$ cat src/rtl/pc_reg_redirect.sv
// Program counter / fetch-enable stage with stall hold, buffered branch
// redirection during stalls, and highest-priority flush redirection.
module pc_reg_redirect #(
    parameter int unsigned          ADDR_W       = 32,
    parameter logic [ADDR_W-1:0]    RESET_VECTOR = '0,
    parameter int unsigned          STEP         = 4
) (
    input  logic              clk,
    input  logic              rst,
    input  logic              stall,
    input  logic              branch_flag,
    input  logic [ADDR_W-1:0] branch_target,
    input  logic              flush,
    input  logic [ADDR_W-1:0] new_pc,
    output logic [ADDR_W-1:0] pc,
    output logic              ce,
    output logic              redirect
);

    localparam logic [ADDR_W-1:0] STEP_INC = ADDR_W'(STEP);

    logic              pend_valid;
    logic [ADDR_W-1:0] pend_target;

    always_ff @(posedge clk) begin
        if (rst) begin
            pc          <= RESET_VECTOR;
            ce          <= 1'b0;
            redirect    <= 1'b0;
            pend_valid  <= 1'b0;
            pend_target <= '0;
        end else if (!ce) begin
            // First active edge only enables fetch so RESET_VECTOR is fetched first.
            ce       <= 1'b1;
            redirect <= 1'b0;
        end else if (flush) begin
            pc         <= new_pc;
            pend_valid <= 1'b0;
            redirect   <= 1'b1;
        end else if (stall) begin
            redirect <= 1'b0;
            if (branch_flag) begin
                pend_target <= branch_target;
                pend_valid  <= 1'b1;
            end
        end else if (branch_flag) begin
            pc         <= branch_target;
            pend_valid <= 1'b0;
            redirect   <= 1'b1;
        end else if (pend_valid) begin
            pc         <= pend_target;
            pend_valid <= 1'b0;
            redirect   <= 1'b1;
        end else begin
            pc       <= pc + STEP_INC;
            redirect <= 1'b0;
        end
    end

endmodule

$ cat config.mk
export PLATFORM = sky130hd
export DESIGN_NAME = pc_reg_redirect
export DESIGN_NICKNAME = d
export VERILOG_FILES = /design/src/rtl/pc_reg_redirect.sv
export SDC_FILE = /design/constraint.sdc
export NUM_CORES = 1
export LEC_CHECK = 0
export BUFFER_PORTS_ARGS = -buffer_cell sky130_fd_sc_hd__buf_4
export CORE_UTILIZATION = 50
export DETAILED_ROUTE_END_ITERATION = 7
export PLACE_DENSITY = 0.73
export SYNTH_ARGS = -nofsm -noshare
export SYNTH_HDL_FRONTEND = slang
export SYNTH_SLANG_ARGS = --single-unit
$ cat constraint.sdc
create_clock -name clk -period 5.8 [get_ports clk]
set_clock_uncertainty 0.2 [all_clocks]
set_input_delay 0.87 -clock clk [delete_from_list [all_inputs] [get_ports clk]]
set_output_delay 0.87 -clock clk [all_outputs]
set_load 0.05 [all_outputs]
==> results.yml, run 1 <==
timing:
  fmaxAchievable_mhz: 332
  period_minus_slack_ps: 3010
  rsz0062_at_grt: "no"
  finalHoldViolations: 0
  fin_crit_sh_pct: 51.9
  max_slew_margin_pct: 14.8
  final.setup.tns_ps: 0
  drv_slew: 0
  setup_violations: 0
  tightest_slew_ps: 1280
  whs_ps: 253
logic_synthesis:
  ys_ff_latch: 67
  syn_area_mm2: 0.00387
  yosysUniqueCellTypes: 63
  synth-edff-count: 0
  synthTopCellsByArea: "dfxtp_1, nand2_1, a21oi_1"
  ys_warn_count: 0
  synth_ff_type: "dfxtp_1"
  yosysTopAreaCell: "dfxtp_1"
  synth_cells: 520
  synth_nets: 590
  ys_seq_area_share_pct: 34.7
  async_reset_ff_share_pct: 0
  avgSynthCellArea_um2: 7.44
  synth_top_area_share_pct: 34.7
worst_setup_path:
  r2r_cells: 5
  crit_end: "pc[16]$_SDFFE_PP0P_"
  rrSetupSlack_ps: 3070
  end_kind: "flip-flop"
  worstReg2RegEnd: "pc[27]$_SDFFE_PP0P_"
  crit_type: "in2reg"
  cp.required_ps: 5870
  cp.arrival_ps: 3080
  critPathLaunch: "flush"
  crit_fanout: 38
  reg2reg_from: "pend_valid$_SDFFE_PP0P_"
  critPathLaunchType: "input port"
die:
  num_rows: 31
  die_x_um: 89.9
  die_h_um: 89.9
  core_region_area_mm2: 0.00737
  dieArea_mm2: 0.00809
  start_util_pct: 52.5
  boundaryPins: 103
min_path:
  whs_path_depth: 2
  hold_path_class: "reg2reg"
clocking:
  root_buffer: "clkbuf_8"
  cts_tree: "yes"
  post_cts.repair.setup_buffers: 0
  cts_max_path_buffers: 2
  clkLatencyLatePin_ps: 340
  cts_max_level: 3
  clkSlewWorstSetupHoldPaths_ps: 70
  cts.repair.resized: 0
  cts_inserted_buffers: 9
  clock_sinks: 67
  cts_hold_buf: 0
run:
  cap_violations: 0
detailed_routing:
  vias: 4356
  wl_met2_mm: 5.76
  ant_nets: 0
  viasPerCell: 6.19
  wire_per_inst_um: 18.1
  routed_wl_mm: 12.8
  met3WireLength_mm: 1.16
  dr.max_layer_used: "met4"
  drc_errors: 0
  wl_met1_mm: 5.60
  first_pass_iters: 5
  first_iter_violations: 463
finish:
  drive_gt1_share_pct: 21.7
  fin_nets: 670
  diodes: 0
  fin_util_pct: 65.3
  synthToLayoutAreaGrowth_pct: 24.6
pwr:
  power_mw: 1.13
  leakage_nw: 1.85
  peakVddDrop_mv: 0.126
  power_density_mw_per_mm2: 235
place:
  dp_hpwl_mm: 8.74
  io_buffer_count: 102
  place.gp.congestion: 0.878
grt:
  grt-ovfl-total: 0
  track_usage_pct: 31.7
  grt_pass1_wl_mm: 20.4
  grt_antenna_before_repair: 0
  grt_max_degree: 59
  grt_pass1_vias: 3999
status:
  outcome: "completed"
[cells by family after synthesis]
group	Yosys count	synth area share, %
buffers and inverters	46	4.53
AOI/OAI and AO/OA	175	28.4
xor gates and xnor gates	11	2.49
adders and majority gates	1	0.324
and+or+nand+nor	215	28.3
DFF	67	34.7
muxes	5	1.29
[through the flow]
step	cell area, um2	cells	setup WS, ps
2_1_floorplan	3870	520	3380
3_3_place_gp	4640	688	2650
3_5_place_dp	4640	688	2510
4_1_cts	4820	704	2860
5_1_grt	4820	704	2660
6_report	4820	704	2790
[synthesized netlist by cell type (6+ instances only)]
cell type	count
a21oi_1	53
a22oi_1	6
a31oi_1	7
a32oi_1	6
and3_1	7
clkbuf_1	28
dfxtp_1	67
inv_1	9
nand2_1	102
nand2b_1	10
nand3_1	19
nand4_1	10
nor2_1	24
nor3_1	9
o211ai_1	7
o21ai_0	42
o22ai_1	6
xor2_1	7
[sequential cells by signal, indices dropped and copies added (netlist names)]
register and flops:
pend_target 32, redirect 1, pc 32, ce 1, pend_valid 1
[cell type report]
type,count,area (um2)
clock buffer,14,163
inverter,11,41.3
clock inverter,2,10.0
sequential,67,1340
tap,99,124
timing repair buffer,104,781
fill,681,2550
multi-input combinational,407,2360
[layout by cell type (no fill, tap or decap), types with 9 or more instances in the layout]
master / count
a21oi_1: 52
buf_4: 104
clkbuf_8: 11
dfxtp_1: 67
inv_1: 9
nand2_1: 102
nand2b_1: 10
nand3_1: 19
nand4_1: 10
nor2_1: 23
nor3_1: 9
o21ai_0: 42
[metal layers]
layer / up-vias / track usage [%]
met5: - / 0
met1: 2046 / 45.3
li1: 2064 / -
met2: 226 / 47.8
met4: 0 / 11.2
met3: 20 / 5.58
[critical path, cell delays in order]
cell and delay [ps]:
buf_4 330, inv_1 330, a21oi_1 930, o211ai_1 240, o21ai_0 220, o2bb2ai_1 130
[worst min path at each step]
stage                                       from  slack [ps]                            to
floorplan           pend_target[25]$_SDFFE_PP0P_         230  pend_target[25]$_SDFFE_PP0P_
global placement     pend_target[6]$_SDFFE_PP0P_         240   pend_target[6]$_SDFFE_PP0P_
detailed placement   pend_target[6]$_SDFFE_PP0P_         250   pend_target[6]$_SDFFE_PP0P_
CTS                  pend_target[6]$_SDFFE_PP0P_         260   pend_target[6]$_SDFFE_PP0P_
global route        pend_target[14]$_SDFFE_PP0P_         280  pend_target[14]$_SDFFE_PP0P_
finish               pend_target[6]$_SDFFE_PP0P_         250   pend_target[6]$_SDFFE_PP0P_
[report_power, final]
group	switching [mW]	internal, mW
sequential	0.0340	0.484
combinational	0.160	0.0957
clock	0.180	0.178
Power figures use the tool's default switching activity.
==> run 2: changes to the inputs <==
--- a/config.mk
+++ b/config.mk
@@ -5,10 +5,11 @@
 export SDC_FILE = /design/constraint.sdc
 export NUM_CORES = 1
 export LEC_CHECK = 0
+export ABC_AREA = 1
 export BUFFER_PORTS_ARGS = -buffer_cell sky130_fd_sc_hd__buf_4
-export CORE_UTILIZATION = 50
+export CORE_UTILIZATION = 49
 export DETAILED_ROUTE_END_ITERATION = 7
-export PLACE_DENSITY = 0.73
+export PLACE_DENSITY = 0.74
 export SYNTH_ARGS = -nofsm -noshare
 export SYNTH_HDL_FRONTEND = slang
 export SYNTH_SLANG_ARGS = --single-unit
==> constraint.sdc (replaced) <==
create_clock -name clk -period 2.5 [get_ports clk]
set_clock_uncertainty 0.2 [all_clocks]
set_input_delay 0.375 -clock clk [delete_from_list [all_inputs] [get_ports clk]]
set_output_delay 0.375 -clock clk [all_outputs]
set_load 0.05 [all_outputs]
==> run 2 against run 1 <==
First-iteration DRC count fell by 37%. Clock power rose to 2.5 times the previous value. Combinational power rose by 130%. Sequential share of layout area fell by 1.3 points. Die area rose by 7.6%. Critical path type is now reg2reg.
==> results.yml, run 2 <==
die:
  dieArea_mm2: 0.00871
  die_x_um: 93.3
  num_rows: 32
  core_region_area_mm2: 0.00789
  die_h_um: 93.3
  start_util_pct: 51.8
  boundaryPins: 103
timing:
  period_minus_slack_ps: 1970
  fmaxAchievable_mhz: 507
  fin_crit_sh_pct: 78.9
  max_slew_margin_pct: 60.6
  finalHoldViolations: 0
  setup_violations: 0
  rsz0062_at_grt: "no"
  whs_ps: 46.2
  final.setup.tns_ps: 0
  drv_slew: 0
  tightest_slew_ps: 590
status:
  outcome: "completed"
place:
  dp_hpwl_mm: 8.32
  dp_cells: 847
  io_buffer_count: 102
  place.gp.congestion: 0.904
  placed_area_mm2: 0.00486
logic_synthesis:
  yosysUniqueCellTypes: 33
  synth-edff-count: 0
  avgSynthCellArea_um2: 6.11
  ys_warn_count: 0
  synth_ff_type: "dfxtp_1"
  synth_cells: 669
  synthTopCellsByArea: "dfxtp_1, nand2_1, nor2_1"
  synth_top_area_share_pct: 32.8
  synth.area.mux_share_pct: 0.735
  synthSimpleGateAreaFrac_pct: 41.3
  synth_fa_ha_area_share_pct: 0.306
  yosysTopAreaCell: "dfxtp_1"
  synth_compound_area_share_pct: 14.3
  async_reset_ff_share_pct: 0
  synthXorXnorAreaFrac_pct: 2.79
  synth_nets: 739
  ys_seq_area_share_pct: 32.8
  syn_area_mm2: 0.00409
  synth_top_family_by_area: "simple AND/OR/NAND/NOR gates"
  ys_ff_latch: 67
  yosys-top-cells-count: "nand2_1, nor2_1, dfxtp_1"
  post-synth-top-count-cell: "nand2_1"
min_path:
  hold_path_class: "in2reg"
  whs_path_depth: 3
worst_setup_path:
  crit_type: "reg2reg"
  end_kind: "flip-flop"
  cp.arrival_ps: 2020
  crit_fanout: 5
  r2r_cells: 10
  critPathLaunchType: "flip-flop"
  cp.required_ps: 2550
detailed_routing:
  ant_nets: 0
  routed_wl_mm: 11.8
  viasPerCell: 5.23
  drc_errors: 0
  first_iter_violations: 294
  vias: 4512
  wire_per_inst_um: 13.7
  first_pass_iters: 5
finish:
  synthToLayoutAreaGrowth_pct: 23.8
  fin_area_mm2: 0.00506
  layout_commonest_cell: "nand2_1"
  fin_cells: 863
  layout_common_cells: "nand2_1, nor2_1, buf_4"
  diodes: 0
  reg.largest.list: "pc (32), pend_target (32)"
  fin_nets: 826
  drive_gt1_share_pct: 20.4
grt:
  grt_antenna_before_repair: 0
  grt-ovfl-total: 0
  grt_pass1_wl_mm: 19.7
  track_usage_pct: 28.6
  grt_pass1_vias: 4230
  grt_max_degree: 48
clocking:
  cts.repair.resized: 0
  cts_hold_buf: 0
  root_buffer: "clkbuf_8"
  cts_inserted_buffers: 9
  cts_tree: "yes"
  cts_max_path_buffers: 2
  post_cts.repair.setup_buffers: 0
  cts_max_level: 3
  clkSlewWorstSetupHoldPaths_ps: 80
  clkLatencyLatePin_ps: 350
  clock_sinks: 67
pwr:
  leakage_nw: 2.46
  peakVddDrop_mv: 0.301
  power_density_mw_per_mm2: 529
run:
  cap_violations: 0
==> run 2: cell count changes after synthesis, sizes merged, moves of 12 or more <==
cell / previous run / this run
nor2: 24 / 151
nand2: 103 / 203
inv: 10 / 40
nand3: 21 / 39
a21oi: 53 / 36
o21ai: 47 / 61
clkbuf: 28 / 16
==> run 2: kinds of logic after synthesis <==
family	count (synthesis)
simple gates	403
compound gates	109
buf+inv	73
flops	67
xor+xnor	13
mux	3
fa+ha+maj	1
==> run 2: final cells by class <==
cell class,instances,area [um2]
Sequential cell,67,1340
Inverter,40,150
Tap cell,102,128
Clock buffer,9,124
Multi-Input combinational cell,529,2430
Fill cell,769,2830
Timing Repair Buffer,109,818
Clock inverter,7,68.8
==> run 2: path summary, 6_finish.rpt <==
path | start | end | slack [ps]
setup / recovery | pc[3]$_SDFFE_PP0P_ | pc[28]$_SDFFE_PP0P_ | 530
hold / removal | new_pc[6] | pc[6]$_SDFFE_PP0P_ | 50
setup reg to reg | pc[3]$_SDFFE_PP0P_ | pc[28]$_SDFFE_PP0P_ | 530
hold reg to reg | pend_target[0]$_SDFFE_PP0P_ | pend_target[0]$_SDFFE_PP0P_ | 310
==> run 2: per-layer routing <==
| metal | routed length (um) | vias up | track usage (%) | share of wire [%] |
|---|---|---|---|---|
| met3 | 811 | 10 | 5.45 | 6.9 |
| li1 | - | 2294 | - | - |
| met1 | 5390 | 2038 | 37.3 | 46 |
| met2 | 5530 | 170 | 48.3 | 47 |
| met4 | 91 | 0 | 7.18 | 0.77 |
| met5 | 0 | - | 0 | 0 |
==> run 2: critical path, cell delays in order (launching register included) <==
cell and delay, ps:
dfxtp_1 420, ha_1 240, nand3_1 120, nor2_1 230, nand3_1 170, nor2_1 170, nand3_1 90, nand2_1 70
o21bai_1 60, nand2_1 50, nand2_1 40
==> run 2: metrics by stage <==
stage / utilization, % / total power, mW / worst slack (ps)
2_1_floorplan: - / 1.58 / 371
3_3_place_gp: 61.7 / 1.79 / 475
3_5_place_dp: 61.7 / 1.80 / 434
4_1_cts: 64.1 / 2.69 / 550
5_1_grt: 64.1 / 2.81 / 379
6_report: 64.1 / 2.67 / 526
==> run 2: power breakdown <==
| part | internal [mW] | switching [mW] |
|---|---|---|
| logic | 0.216 | 0.367 |
| clock network | 0.456 | 0.440 |
| registers | 1.12 | 0.0707 |
| total | 1.80 | 0.878 |
